===== config.mk =====
export PLATFORM = sky130hd
export DESIGN_NAME = shower_ctrl_flat
export DESIGN_NICKNAME = d
export VERILOG_FILES = /design/src/rtl/shower_ctrl_if.sv /design/src/rtl/shower_ctrl.sv /design/src/flat_wrapper.sv
export SDC_FILE = /design/constraint.sdc
export NUM_CORES = 1
export LEC_CHECK = 0
export CORE_ASPECT_RATIO = 0.7
export CORE_MARGIN = 2
export CORE_UTILIZATION = 40
export DETAILED_ROUTE_END_ITERATION = 12
export HOLD_SLACK_MARGIN = 0.03
export PLACE_DENSITY = 0.71
export SLEW_MARGIN = 20
export SYNTH_ARGS = -nofsm -noshare
export SYNTH_HDL_FRONTEND = slang
export SYNTH_SLANG_ARGS = --single-unit

===== constraint.sdc =====
create_clock -name clk -period 4.9 [get_ports clk]
set_input_delay 1.47 -clock clk [delete_from_list [all_inputs] [get_ports clk]]
set_output_delay 1.47 -clock clk [all_outputs]
set_load 0.02 [all_outputs]

===== src/rtl/shower_ctrl_if.sv =====
// Bus bundle for shower_ctrl: config handshake, shower class in/out, FIFO readout, statistics.
interface shower_ctrl_if #(
  parameter int TH_W  = 10,
  parameter int BX_W  = 12,
  parameter int CNT_W = 16
);
  logic              cfg_wr;
  logic [1:0]        cfg_sel;
  logic [TH_W-1:0]   cfg_data;
  logic              cfg_commit;
  logic              cfg_ack;
  logic              cfg_err;
  logic [TH_W-1:0]   th_loose;
  logic [TH_W-1:0]   th_nominal;
  logic [TH_W-1:0]   th_tight;
  logic [1:0]        shower_int;
  logic              bx0;
  logic [1:0]        shower_out;
  logic              rd_en;
  logic [BX_W+1:0]   rd_data;
  logic              rd_empty;
  logic [CNT_W-1:0]  cnt_acc;
  logic [CNT_W-1:0]  cnt_sup;
  logic [CNT_W-1:0]  cnt_ovf;

  modport master (
    output cfg_wr, cfg_sel, cfg_data, cfg_commit, shower_int, bx0, rd_en,
    input  cfg_ack, cfg_err, th_loose, th_nominal, th_tight, shower_out,
           rd_data, rd_empty, cnt_acc, cnt_sup, cnt_ovf
  );

  modport slave (
    input  cfg_wr, cfg_sel, cfg_data, cfg_commit, shower_int, bx0, rd_en,
    output cfg_ack, cfg_err, th_loose, th_nominal, th_tight, shower_out,
           rd_data, rd_empty, cnt_acc, cnt_sup, cnt_ovf
  );
endinterface


===== src/rtl/shower_ctrl.sv =====
// Anode shower controller: shadow/commit thresholds, holdoff qualification, readout FIFO, counters.
// Define SHOWER_BX_STAMP_EN to stamp FIFO entries with the bunch-crossing number.
module shower_ctrl #(
  parameter int              TH_W     = 10,
  parameter int              BX_W     = 12,
  parameter int              BX_MAX   = 3563,
  parameter int              HOLD_W   = 4,
  parameter int              FIFO_AW  = 2,
  parameter int              CNT_W    = 16,
  parameter logic [TH_W-1:0] TH_L_DEF = 10'd30,
  parameter logic [TH_W-1:0] TH_N_DEF = 10'd60,
  parameter logic [TH_W-1:0] TH_T_DEF = 10'd100
) (
  input logic          clk,
  input logic          rst_n,
  shower_ctrl_if.slave bus
);

  localparam int DEPTH = 1 << FIFO_AW;
`ifdef SHOWER_BX_STAMP_EN
  localparam int EW = BX_W + 2;
`else
  localparam int EW = 2;
`endif
  localparam logic [HOLD_W-1:0] HOLD_DEF = HOLD_W'(4);
  localparam logic [0:0]        S_IDLE   = 1'b0;
  localparam logic [0:0]        S_HOLD   = 1'b1;

  function automatic logic [CNT_W-1:0] sat_inc(input logic [CNT_W-1:0] v, input logic en);
    return (en && (v != {CNT_W{1'b1}})) ? v + CNT_W'(1) : v;
  endfunction

  // ---------------- configuration ----------------
  logic [TH_W-1:0]   sh_l_q, sh_n_q, sh_t_q;
  logic [TH_W-1:0]   th_l_q, th_n_q, th_t_q;
  logic [HOLD_W-1:0] sh_h_q, hold_q;
  logic              ack_q, err_q;
  logic              commit_ok;

  // Ordering is judged on the shadows as they stand this cycle, before any same-cycle write.
  assign commit_ok = (sh_l_q <= sh_n_q) && (sh_n_q <= sh_t_q);

  always_ff @(posedge clk or negedge rst_n) begin
    if (!rst_n) begin
      sh_l_q <= TH_L_DEF;
      sh_n_q <= TH_N_DEF;
      sh_t_q <= TH_T_DEF;
      sh_h_q <= HOLD_DEF;
      th_l_q <= TH_L_DEF;
      th_n_q <= TH_N_DEF;
      th_t_q <= TH_T_DEF;
      hold_q <= HOLD_DEF;
      ack_q  <= 1'b0;
      err_q  <= 1'b0;
    end else begin
      ack_q <= bus.cfg_commit && commit_ok;
      err_q <= bus.cfg_commit && !commit_ok;
      if (bus.cfg_commit && commit_ok) begin
        th_l_q <= sh_l_q;
        th_n_q <= sh_n_q;
        th_t_q <= sh_t_q;
        hold_q <= sh_h_q;
      end
      if (bus.cfg_wr) begin
        case (bus.cfg_sel)
          2'd0:    sh_l_q <= bus.cfg_data;
          2'd1:    sh_n_q <= bus.cfg_data;
          2'd2:    sh_t_q <= bus.cfg_data;
          default: sh_h_q <= bus.cfg_data[HOLD_W-1:0];
        endcase
      end
    end
  end

  assign bus.cfg_ack    = ack_q;
  assign bus.cfg_err    = err_q;
  assign bus.th_loose   = th_l_q;
  assign bus.th_nominal = th_n_q;
  assign bus.th_tight   = th_t_q;

  // ---------------- holdoff FSM ----------------
  logic [0:0]        state_q, state_d;
  logic [HOLD_W-1:0] hcnt_q, hcnt_d;
  logic [1:0]        sout_q, sout_d;
  logic              accept, suppress;

  always_comb begin
    state_d  = state_q;
    hcnt_d   = hcnt_q;
    sout_d   = 2'd0;
    accept   = 1'b0;
    suppress = 1'b0;
    case (state_q)
      S_IDLE: begin
        if (bus.shower_int != 2'd0) begin
          accept = 1'b1;
          sout_d = bus.shower_int;
          if (hold_q != '0) begin
            state_d = S_HOLD;
            hcnt_d  = hold_q;
          end
        end
      end
      default: begin
        suppress = (bus.shower_int != 2'd0);
        hcnt_d   = hcnt_q - HOLD_W'(1);
        if (hcnt_q == HOLD_W'(1)) state_d = S_IDLE;
      end
    endcase
  end

  always_ff @(posedge clk or negedge rst_n) begin
    if (!rst_n) begin
      state_q <= S_IDLE;
      hcnt_q  <= '0;
      sout_q  <= 2'd0;
    end else begin
      state_q <= state_d;
      hcnt_q  <= hcnt_d;
      sout_q  <= sout_d;
    end
  end

  assign bus.shower_out = sout_q;

  // ---------------- BX stamp ----------------
  logic [EW-1:0] push_data;

`ifdef SHOWER_BX_STAMP_EN
  logic [BX_W-1:0] bx_q, bx_d;

  always_comb begin
    if (bus.bx0)                        bx_d = '0;
    else if (bx_q == BX_W'(BX_MAX))     bx_d = '0;
    else                                bx_d = bx_q + BX_W'(1);
  end

  always_ff @(posedge clk or negedge rst_n) begin
    if (!rst_n) bx_q <= '0;
    else        bx_q <= bx_d;
  end

  // Stamp with the BX in which shower_out is presented to the trigger path.
  assign push_data = {bx_d, bus.shower_int};
`else
  logic unused_bx;
  assign unused_bx = bus.bx0 ^ (BX_MAX == 0);
  assign push_data = bus.shower_int;
`endif

  // ---------------- readout FIFO ----------------
  logic [EW-1:0]      mem_q [DEPTH];
  logic [FIFO_AW-1:0] wp_q, rp_q, rp_d;
  logic [FIFO_AW:0]   fcnt_q, fcnt_d, fcnt_pop;
  logic [EW-1:0]      rd_q, rd_d;
  logic               pop, full, push_ok, drop;

  always_comb begin
    pop      = bus.rd_en && (fcnt_q != '0);
    full     = (fcnt_q == (FIFO_AW+1)'(DEPTH));
    push_ok  = accept && (!full || pop);
    drop     = accept && !push_ok;
    fcnt_pop = pop ? fcnt_q - (FIFO_AW+1)'(1) : fcnt_q;
    fcnt_d   = push_ok ? fcnt_pop + (FIFO_AW+1)'(1) : fcnt_pop;
    rp_d     = pop ? rp_q + FIFO_AW'(1) : rp_q;
    // Head register tracks the entry at the read pointer after this edge; bypass on push into empty.
    rd_d     = (push_ok && (fcnt_pop == '0)) ? push_data : mem_q[rp_d];
  end

  always_ff @(posedge clk) begin
    if (push_ok) mem_q[wp_q] <= push_data;
  end

  always_ff @(posedge clk or negedge rst_n) begin
    if (!rst_n) begin
      wp_q   <= '0;
      rp_q   <= '0;
      fcnt_q <= '0;
      rd_q   <= '0;
    end else begin
      if (push_ok) wp_q <= wp_q + FIFO_AW'(1);
      rp_q   <= rp_d;
      fcnt_q <= fcnt_d;
      rd_q   <= rd_d;
    end
  end

  assign bus.rd_empty = (fcnt_q == '0);
`ifdef SHOWER_BX_STAMP_EN
  assign bus.rd_data  = rd_q;
`else
  assign bus.rd_data  = {{BX_W{1'b0}}, rd_q};
`endif

  // ---------------- statistics ----------------
  logic [CNT_W-1:0] acc_q, sup_q, ovf_q;

  always_ff @(posedge clk or negedge rst_n) begin
    if (!rst_n) begin
      acc_q <= '0;
      sup_q <= '0;
      ovf_q <= '0;
    end else begin
      acc_q <= sat_inc(acc_q, accept);
      sup_q <= sat_inc(sup_q, suppress);
      ovf_q <= sat_inc(ovf_q, drop);
    end
  end

  assign bus.cnt_acc = acc_q;
  assign bus.cnt_sup = sup_q;
  assign bus.cnt_ovf = ovf_q;

endmodule


===== src/flat_wrapper.sv =====
// flat-port wrapper written by rule: the top's interface ports become plain ports
module shower_ctrl_flat 
#(
  parameter int              TH_W     = 10,
  parameter int              BX_W     = 12,
  parameter int              BX_MAX   = 3563,
  parameter int              HOLD_W   = 4,
  parameter int              FIFO_AW  = 2,
  parameter int              CNT_W    = 16,
  parameter logic [TH_W-1:0] TH_L_DEF = 10'd30,
  parameter logic [TH_W-1:0] TH_N_DEF = 10'd60,
  parameter logic [TH_W-1:0] TH_T_DEF = 10'd100
)
  (clk, rst_n, bus_cfg_wr, bus_cfg_sel, bus_cfg_data, bus_cfg_commit, bus_shower_int, bus_bx0, bus_rd_en, bus_cfg_ack, bus_cfg_err, bus_th_loose, bus_th_nominal, bus_th_tight, bus_shower_out, bus_rd_data, bus_rd_empty, bus_cnt_acc, bus_cnt_sup, bus_cnt_ovf);
  shower_ctrl_if #(.TH_W(TH_W), .BX_W(BX_W), .CNT_W(CNT_W)) bus_i ();
  input logic clk;
  input logic rst_n;
  input wire logic [$bits(bus_i.cfg_wr)-1:0] bus_cfg_wr;
  input wire logic [$bits(bus_i.cfg_sel)-1:0] bus_cfg_sel;
  input wire logic [$bits(bus_i.cfg_data)-1:0] bus_cfg_data;
  input wire logic [$bits(bus_i.cfg_commit)-1:0] bus_cfg_commit;
  input wire logic [$bits(bus_i.shower_int)-1:0] bus_shower_int;
  input wire logic [$bits(bus_i.bx0)-1:0] bus_bx0;
  input wire logic [$bits(bus_i.rd_en)-1:0] bus_rd_en;
  output wire logic [$bits(bus_i.cfg_ack)-1:0] bus_cfg_ack;
  output wire logic [$bits(bus_i.cfg_err)-1:0] bus_cfg_err;
  output wire logic [$bits(bus_i.th_loose)-1:0] bus_th_loose;
  output wire logic [$bits(bus_i.th_nominal)-1:0] bus_th_nominal;
  output wire logic [$bits(bus_i.th_tight)-1:0] bus_th_tight;
  output wire logic [$bits(bus_i.shower_out)-1:0] bus_shower_out;
  output wire logic [$bits(bus_i.rd_data)-1:0] bus_rd_data;
  output wire logic [$bits(bus_i.rd_empty)-1:0] bus_rd_empty;
  output wire logic [$bits(bus_i.cnt_acc)-1:0] bus_cnt_acc;
  output wire logic [$bits(bus_i.cnt_sup)-1:0] bus_cnt_sup;
  output wire logic [$bits(bus_i.cnt_ovf)-1:0] bus_cnt_ovf;
  assign bus_i.cfg_wr = bus_cfg_wr;
  assign bus_i.cfg_sel = bus_cfg_sel;
  assign bus_i.cfg_data = bus_cfg_data;
  assign bus_i.cfg_commit = bus_cfg_commit;
  assign bus_i.shower_int = bus_shower_int;
  assign bus_i.bx0 = bus_bx0;
  assign bus_i.rd_en = bus_rd_en;
  assign bus_cfg_ack = bus_i.cfg_ack;
  assign bus_cfg_err = bus_i.cfg_err;
  assign bus_th_loose = bus_i.th_loose;
  assign bus_th_nominal = bus_i.th_nominal;
  assign bus_th_tight = bus_i.th_tight;
  assign bus_shower_out = bus_i.shower_out;
  assign bus_rd_data = bus_i.rd_data;
  assign bus_rd_empty = bus_i.rd_empty;
  assign bus_cnt_acc = bus_i.cnt_acc;
  assign bus_cnt_sup = bus_i.cnt_sup;
  assign bus_cnt_ovf = bus_i.cnt_ovf;
  shower_ctrl #(.TH_W(TH_W), .BX_W(BX_W), .BX_MAX(BX_MAX), .HOLD_W(HOLD_W), .FIFO_AW(FIFO_AW), .CNT_W(CNT_W), .TH_L_DEF(TH_L_DEF), .TH_N_DEF(TH_N_DEF), .TH_T_DEF(TH_T_DEF)) u_core (.clk(clk), .rst_n(rst_n), .bus(bus_i));
endmodule

# [Word-level counts from Yosys, hierarchy flattened]
# Memory sizes are Yosys's and may differ from the RTL's.
# Cells that the tools add are included.
# W data, S select, Z words.
[totals] regBits=134 ram_bits=8 input_bits=20 output_inout_bits=97 word_cells=85 mem_count=1
[op_classes] n_addsub=8 magnitude_cmp=2 n_eq_ne=7 mux=18 bitwise_logic=1 n_reduce_logical=28
[memory_table] memory="u_core.mem_q" words=4 width=2 rd=1 rd_ports_with_merged_regs=0 wr=1 line="shower_ctrl.sv:152" source="logic [EW-1:0] mem_q [DEPTH];"
[ops] cell="$add A16 B1 Y16 const B" count=3
[ops] cell="$ne A16 B16 Y1 const B" count=3
[ops] cell="$le A10 B10 Y1" count=2
[ops] cell="$mux W4" count=3
[ops] cell="$logic_and A1 B1 Y1" count=10
[ops] cell="$reduce_and A2 Y1" count=5
[ops] cell="$mux W1" count=9
[ops] cell="$mux W2" count=4
[ops] cell="$logic_not A3 Y1" count=2
[ops] cell="$mux W3" count=2
[ops] cell="$reduce_bool A2 Y1" count=3
[ops] cell="$add A2 B1 Y2 const B" count=2
[ops] cell="$eq A4 B1 Y1 const B" count=1
[ops] cell="$reduce_bool A4 Y1" count=1
[ops] cell="$sub A4 B1 Y4 const B" count=1
[ops] cell="$add A3 B1 Y3 const B" count=1
[ops] cell="$eq A3 B3 Y1 const B" count=1
[ops] cell="$logic_not A1 Y1" count=3
[ops] cell="$reduce_bool A3 Y1" count=1
[ops] cell="$reduce_or A3 Y1" count=1
[ops] cell="$sub A3 B1 Y3 const B" count=1
[ops] cell="$eq A2 B1 Y1 const B" count=1
[ops] cell="$eq A2 B2 Y1 const B" count=1
[ops] cell="$logic_not A2 Y1" count=1
[ops] cell="2 further kinds" count=2

# [Logic depth before layout (Yosys ltp)]
# Gate-level depths: netlist of the first run.
[logic_depth] ltp_word=7 ltp_mapped=10 mapped_depth_nobuf=10

# [Worst setup path after synthesis of the first run]
# Ideal clock, no wire load.
[synth_timing] path_kind="input to register" start="input bus_rd_en" end="register u_core.rd_q[0]" setup_time_ns=0.125 arrival_ns=2.672 setup_slack_ns=2.103 cell_stages=4 n_path_buf=0 path_cell_list="nand2_1 -> xor2_1 -> mux4_2 -> mux2_2"
[synth_via] elab_chain_cells=5
[synth_rtl] item="start, declared" line="flat_wrapper.sv:24" source="input wire logic [$bits(bus_i.rd_en)-1:0] bus_rd_en;"
[synth_rtl] item="$logic_and A1 B1 Y1 (*)" line="shower_ctrl.sv:159" source="pop = bus.rd_en && (fcnt_q != '0);"
[synth_rtl] item="parallel branches: the longest is 3 deep, another holds $mem_v2 Z4 W2"
[synth_rtl] item="$mux W2 (*)" line="shower_ctrl.sv:167" source="rd_d = (push_ok && (fcnt_pop == '0)) ? push_data : mem_q[rp_d];"
[synth_rtl] item="named net u_core.rd_d[0]" line="shower_ctrl.sv:155" source="logic [EW-1:0] rd_q, rd_d;"
[synth_rtl] item="end signal, assigned" line="shower_ctrl.sv:184" source="rd_q <= rd_d;"
[synth_rtl] item="end, declared" line="shower_ctrl.sv:155"
# Mark *: on every way through the listed nets, which the timed path passes.
# A chain may end at the register's enable or synchronous reset.

# [Final worst setup path of the first run]
[layout_timing] start="register u_core.fcnt_q[0]" end="output bus_rd_empty"
[layout_via] elab_chain_cells=1
[layout_rtl] item="start, declared" line="shower_ctrl.sv:154" source="logic [FIFO_AW:0] fcnt_q, fcnt_d, fcnt_pop;"
[layout_rtl] item="start signal, assigned" line="shower_ctrl.sv:183" source="fcnt_q <= fcnt_d;"
[layout_rtl] item="$logic_not A3 Y1" line="shower_ctrl.sv:188" source="assign bus.rd_empty = (fcnt_q == '0);"
[layout_rtl] item="end, declared" line="flat_wrapper.sv:32" source="output wire logic [$bits(bus_i.rd_empty)-1:0] bus_rd_empty;"
# Every way passes these cells.

==> results of run 1 <==
-- cell usage in the layout, fill, tap and decap left out, drive strengths merged, types with 3 or more instances in the layout --
| cell | instances |
|---|---|
| xnor2 | 36 |
| clkdlybuf4s50 | 102 |
| mux2 | 71 |
| a211oi | 5 |
| nand3 | 15 |
| xor2 | 18 |
| buf | 4 |
| nor2 | 14 |
| o21ai | 9 |
| nand2 | 28 |
| dfstp | 24 |
| nor3 | 8 |
| a21oi | 12 |
| conb | 12 |
| clkinv | 4 |
| nand2b | 4 |
| and4 | 6 |
| clkinvlp | 3 |
| inv | 40 |
| nand4 | 22 |
| and2 | 9 |
| ha | 33 |
| clkbuf | 19 |
| and3 | 9 |
| edfxtp | 8 |
| dfrtp | 110 |
-- metal layers --
| layer | routed length [microns] | GRT usage [%] |
|---|---|---|
| met5 | 0 | 0 |
| met4 | 135 | 5.64 |
| met2 | 6230 | 24.4 |
| met1 | 6600 | 21.7 |
| met3 | 492 | 4.29 |
-- per-stage QoR --
step           cells  util, %  total power, mW
3_5_place_dp     845     48.5             3.58
5_1_grt          877     52.3             5.17
4_1_cts          877     52.3             4.94
6_report         877     52.3             4.88
2_1_floorplan    536        -             2.93
3_3_place_gp     845     48.5             3.52
-- cells by family (layout without fill, tap and decap cells) --
kind of cell / after synthesis / in the layout / synth area share (%)
compound gates: 37 / 37 / 4.09
xor+xnor: 54 / 54 / 7.03
other cells: 1 / 12 / 0.0557
simple gates: 127 / 127 / 10.4
flops: 142 / 142 / 53.9
mux: 73 / 73 / 14.2
buf+inv: 58 / 174 / 4.24
fa+ha+maj: 33 / 33 / 6.14
-- where the power goes --
group	total, mW	leakage [nW]	internal [mW]	switching [mW]
sequential	1.84	1.70	1.57	0.278
clock	1.33	0.294	0.803	0.523
combinational	1.72	1.81	0.906	0.809
-- cell type report --
class	instances	share of cell area, %
Multi-Input combinational cell	336	33.4
Tap cell	225	3.28
Clock inverter	13	1.78
Timing Repair Buffer	106	12.3
Clock buffer	19	5.42
Inverter	36	1.58
Sequential cell	142	42.3
-- worst max-delay path by stage --
stage | startpoint | endpoint | slack [ns] | cells after the start
2_1_floorplan | bus_rd_en | u_core.rd_q[0] | 2.10 | 4
4_1_cts | u_core.fcnt_q[0] | bus_rd_empty | 1.54 | 5
3_5_place_dp | bus_shower_int[1] | u_core.rd_q[1] | 1.16 | 5
6_report | u_core.fcnt_q[0] | bus_rd_empty | 1.57 | 5
3_3_place_gp | bus_shower_int[1] | u_core.rd_q[1] | 1.19 | 5
5_1_grt | bus_shower_int[1] | u_core.rd_q[1] | 1.42 | 5
==> flow_metrics.tcl, run 1 <==
set metrics [dict create \
    status "complete, no violations" \
    final_area_sq_um 8570 \
    dieArea_sq_um 17900 \
    relSlewSlack_pct 35.2 \
    io_buffer_count 103 \
    clk_latency_ns 0.42 \
    viasPerCell 4.89 \
    cts_buffer_depth 2 \
    criticalPathCategory "reg2out" \
    antenna_found_initial 0 \
    overflow 0 \
    vias 4291 \
    synth_edf_count 8 \
    hold_path_depth 1 \
    coreArea_sq_um 16400 \
    reg2reg_to "u_core.bus.th_loose[0]" \
    multiInputGateArea_sq_um 2860 \
    slew_violations 0 \
    min_period_ns 3.33 \
    cts_max_level 4 \
    startpoint_type "flip-flop" \
    ys_warn_count 0 \
    wl_per_cell_microns 15.3 \
    die_h_microns 113 \
    drive_gt1_share_pct 21.5 \
    root_buffer "clkbuf_16" \
    ant_nets 0 \
    timing.hold.ws_ns 0.493 \
    die_w_microns 159 \
    clk_transition_reported_paths_ns 0.06 \
    crit_slowest_cell "clkdlybuf4s50_1" \
    crit_buf_inv 3 \
    ctsResizeCount 0 \
    drt_iter0_drc 162 \
    synth_area_leader_cell "dfrtp_1" \
    synth-main-ff-cell "dfrtp_1" \
    regToRegStartpoint "u_core.sh_n_q[5]" \
    fin_crit_sh_pct 67.9 \
    clock-sinks 142 \
    peakVddDrop_v 0.000325 \
    preCtsSetupSlack_ns 1.16 \
    synthCells 525 \
    cap_violations 0 \
    hold_class "reg2reg" \
    grt_pass1_wl_mm 22.6 \
    cts_tree "done" \
    arrival_ns 1.86 \
    crit_required_ns 3.43 \
    area_growth_pct 27.4 \
    start_util_pct 41.0 \
    dp_hpwl_mm 9.42 \
    setup_slack_ns 1.57 \
    fill_cells 1382 \
    finalWeightedCongestion 0.823 \
    synth.most_common_cell "dfrtp_1" \
    reg2reg_setup_slack_ns 1.79 \
    seq_area_sq_um 3620 \
    rsz0062_at_grt "false" \
    io_pins 117 \
    fin_worst_skew_ns 0.00927 \
    holdBufCountCts 0 \
    synth.distinct_cells 47 \
    fin_tns_setup_ns 0 \
    cts_setup_buffers 0 \
    tightest_slew_ns 0.972 \
    num_rows 39 \
    drc 0 \
    endpoint_kind "output pin" \
    reg2reg_depth 8 \
    cpPeakStageDelay_ns 0.60 \
    power_density_nw_per_um2 570 \
    path_common_cell "inv_1" \
    cp_top_family "buffers and inverters" \
    whs_endpoint "u_core.bus.cnt_acc[15]" \
    grt_pass1_vias 4532 \
    syn_area_sq_um 6730 \
    diodes 0 \
    p_leak_nw 3.81 \
    dr.pass1.iters 4 \
    setup_violations 0 \
    cts_buffers 17 \
    grt_max_degree 109 \
    final_net_count 692 \
    ys_top_cells_by_area "dfrtp_1, dfstp_2, mux2_2" \
    wl_mm 13.5 \
    synth-async-reset-ratio_pct 94.4 \
    synth_seq_area_share_pct 53.9 \
    cp_max_fo 4 \
    gr-usage-all-layers_pct 15.9 \
    crit_chain "inv_1, ha_1, nand2b_1, inv_1, clkdlybuf4s50_1" \
    synth_common_cells "dfrtp_1, mux2_2, inv_1, xnor2_1, ha_1" \
    syn_avg_cell_area_sq_um 12.8 \
    yosysTopAreaCellShare_pct 40.9 \
    hold_start "u_core.bus.cnt_acc[15]" \
    hold_viol_final 0 \
    fmax_ghz 0.301 \
    placed_area_sq_um 7960 \
    yosys_register_bits 142 \
]
Power figures use the tool's default switching activity.
==> run 2: changes to the inputs <==
Settings changed: PLACE_DENSITY 0.71 to 0.74.
Clock period 4.9 ns to 3 ns, I/O delays scaled along.
==> flow_metrics.tcl, run 2 (same netlist as run 1, synthesis figures left out) <==
set metrics [dict create \
    cp_top_family "buffers and inverters" \
    seq_area_sq_um 3620 \
    relSlewSlack_pct 48.4 \
    ctsResizeCount 0 \
    cts_max_level 4 \
    finalPower_mw 7.98 \
    clk_transition_reported_paths_ns 0.06 \
    cts_buffer_depth 2 \
    layout_common_cells "dfrtp_1, clkdlybuf4s50_1, mux2_2" \
    coreArea_sq_um 16400 \
    cts_setup_buffers 0 \
    rsz0062_at_grt "false" \
    endpoint_kind "output pin" \
    setup_violations 0 \
    fin_crit_sh_pct 91.9 \
    drt_iter0_drc 218 \
    p_leak_nw 3.88 \
    startpoint_type "flip-flop" \
    fill_cells 1376 \
    vias 4357 \
    num_rows 39 \
    grt_pass1_wl_mm 23.1 \
    io_buffer_count 103 \
    root_buffer "clkbuf_16" \
    fmax_ghz 0.363 \
    die_h_microns 113 \
    final_area_sq_um 8670 \
    viasPerCell 4.89 \
    final_net_count 706 \
    path_common_cell "inv_1" \
    setup_slack_ns 0.242 \
    start_util_pct 41.0 \
    die_w_microns 159 \
    crit_buf_inv 3 \
    io_pins 117 \
    final_core_util_pct 52.9 \
    overflow 0 \
    min_period_ns 2.76 \
    arrival_ns 1.86 \
    preCtsSetupSlack_ns 0.127 \
    antenna_found_initial 0 \
    criticalPathCategory "reg2out" \
    tightest_slew_ns 0.764 \
    status "complete, no violations" \
    finalWeightedCongestion 0.839 \
    slew_violations 0 \
    multiInputGateArea_sq_um 2860 \
    hold_viol_final 0 \
    drive_gt1_share_pct 23.1 \
    reg2reg_depth 8 \
    wl_mm 13.8 \
    cap_violations 0 \
    fin_worst_skew_ns 0.00657 \
    drc 0 \
    area_growth_pct 28.9 \
    grt_pass1_vias 4539 \
    dieArea_sq_um 17900 \
    holdBufCountCts 0 \
    reg2reg_setup_slack_ns 0.46 \
    ant_nets 0 \
    peakVddDrop_v 0.000467 \
    crit_slowest_cell "clkdlybuf4s50_1" \
    grt_max_degree 48 \
    dr.pass1.iters 4 \
    cp_max_fo 4 \
    clk_latency_ns 0.42 \
    crit_chain "inv_1, ha_1, nand2b_1, inv_1, clkdlybuf4s50_1" \
    wl_per_cell_microns 15.5 \
    reg2reg_to "u_core.bus.th_loose[0]" \
    cts_tree "done" \
    dp_hpwl_mm 9.92 \
    placed_area_sq_um 8080 \
    crit_required_ns 2.10 \
    hold_class "in2async" \
    final_common_cell "dfrtp_1" \
    power_density_nw_per_um2 920 \
    cpPeakStageDelay_ns 0.60 \
    clock-sinks 142 \
    regToRegStartpoint "u_core.sh_n_q[5]" \
    diodes 0 \
    fin_tns_setup_ns 0 \
    cts_buffers 17 \
    gr-usage-all-layers_pct 16.1 \
]
## run 2: cell count changes in the layout (fill, tap and decap cells not counted)
cell / before / now
buf_12: 0 / 2
clkbuf_16: 18 / 17
clkinv_2: 0 / 3
inv_6: 2 / 0
clkbuf_8: 1 / 2
buf_6: 1 / 0
clkinv_4: 4 / 5
inv_8: 1 / 0
clkinvlp_4: 3 / 2
buf_4: 3 / 16
## run 2: stage by stage
stage          instances  hold WS, ns
2_1_floorplan        536        0.476
3_3_place_gp         859        0.481
3_5_place_dp         859        0.489
4_1_cts              891        0.499
5_1_grt              891        0.517
6_report             891        0.486
## run 2: layout make-up
type / instances / area share [%]
clock buffers: 19 / 5.22
well taps: 225 / 3.25
clock inverters: 13 / 1.62
repair buffers: 120 / 13.6
flip-flops and latches: 142 / 41.8
inverters: 36 / 1.56
multi-input cells: 336 / 33.0
## run 2: per-layer routing
metal	up-vias	wire, microns	share of wire [%]	global-route usage (%)
met5	-	0	0	0
met4	0	124	0.90	4.12
met3	11	696	5.0	4.95
met2	105	6430	47	25.2
met1	2165	6570	48	22.1
li1	2076	-	-	-
## run 2: report_power, final
group	internal [mW]	switching, mW	leakage, nW
Clock	1.27	0.814	0.289
Sequential	2.56	0.445	1.70
Combinational	1.53	1.37	1.89
## run 2: worst max path at each step
stage	from	endpoint	cells after the start
global placement	bus_rd_en	u_core.rd_q[1]	5
detailed placement	bus_rd_en	u_core.rd_q[0]	5
global route	u_core.fcnt_q[0]	bus_rd_empty	5
CTS	u_core.fcnt_q[0]	bus_rd_empty	5
finish	u_core.fcnt_q[0]	bus_rd_empty	5
floorplan	u_core.sh_n_q[5]	u_core.bus.th_loose[5]	8
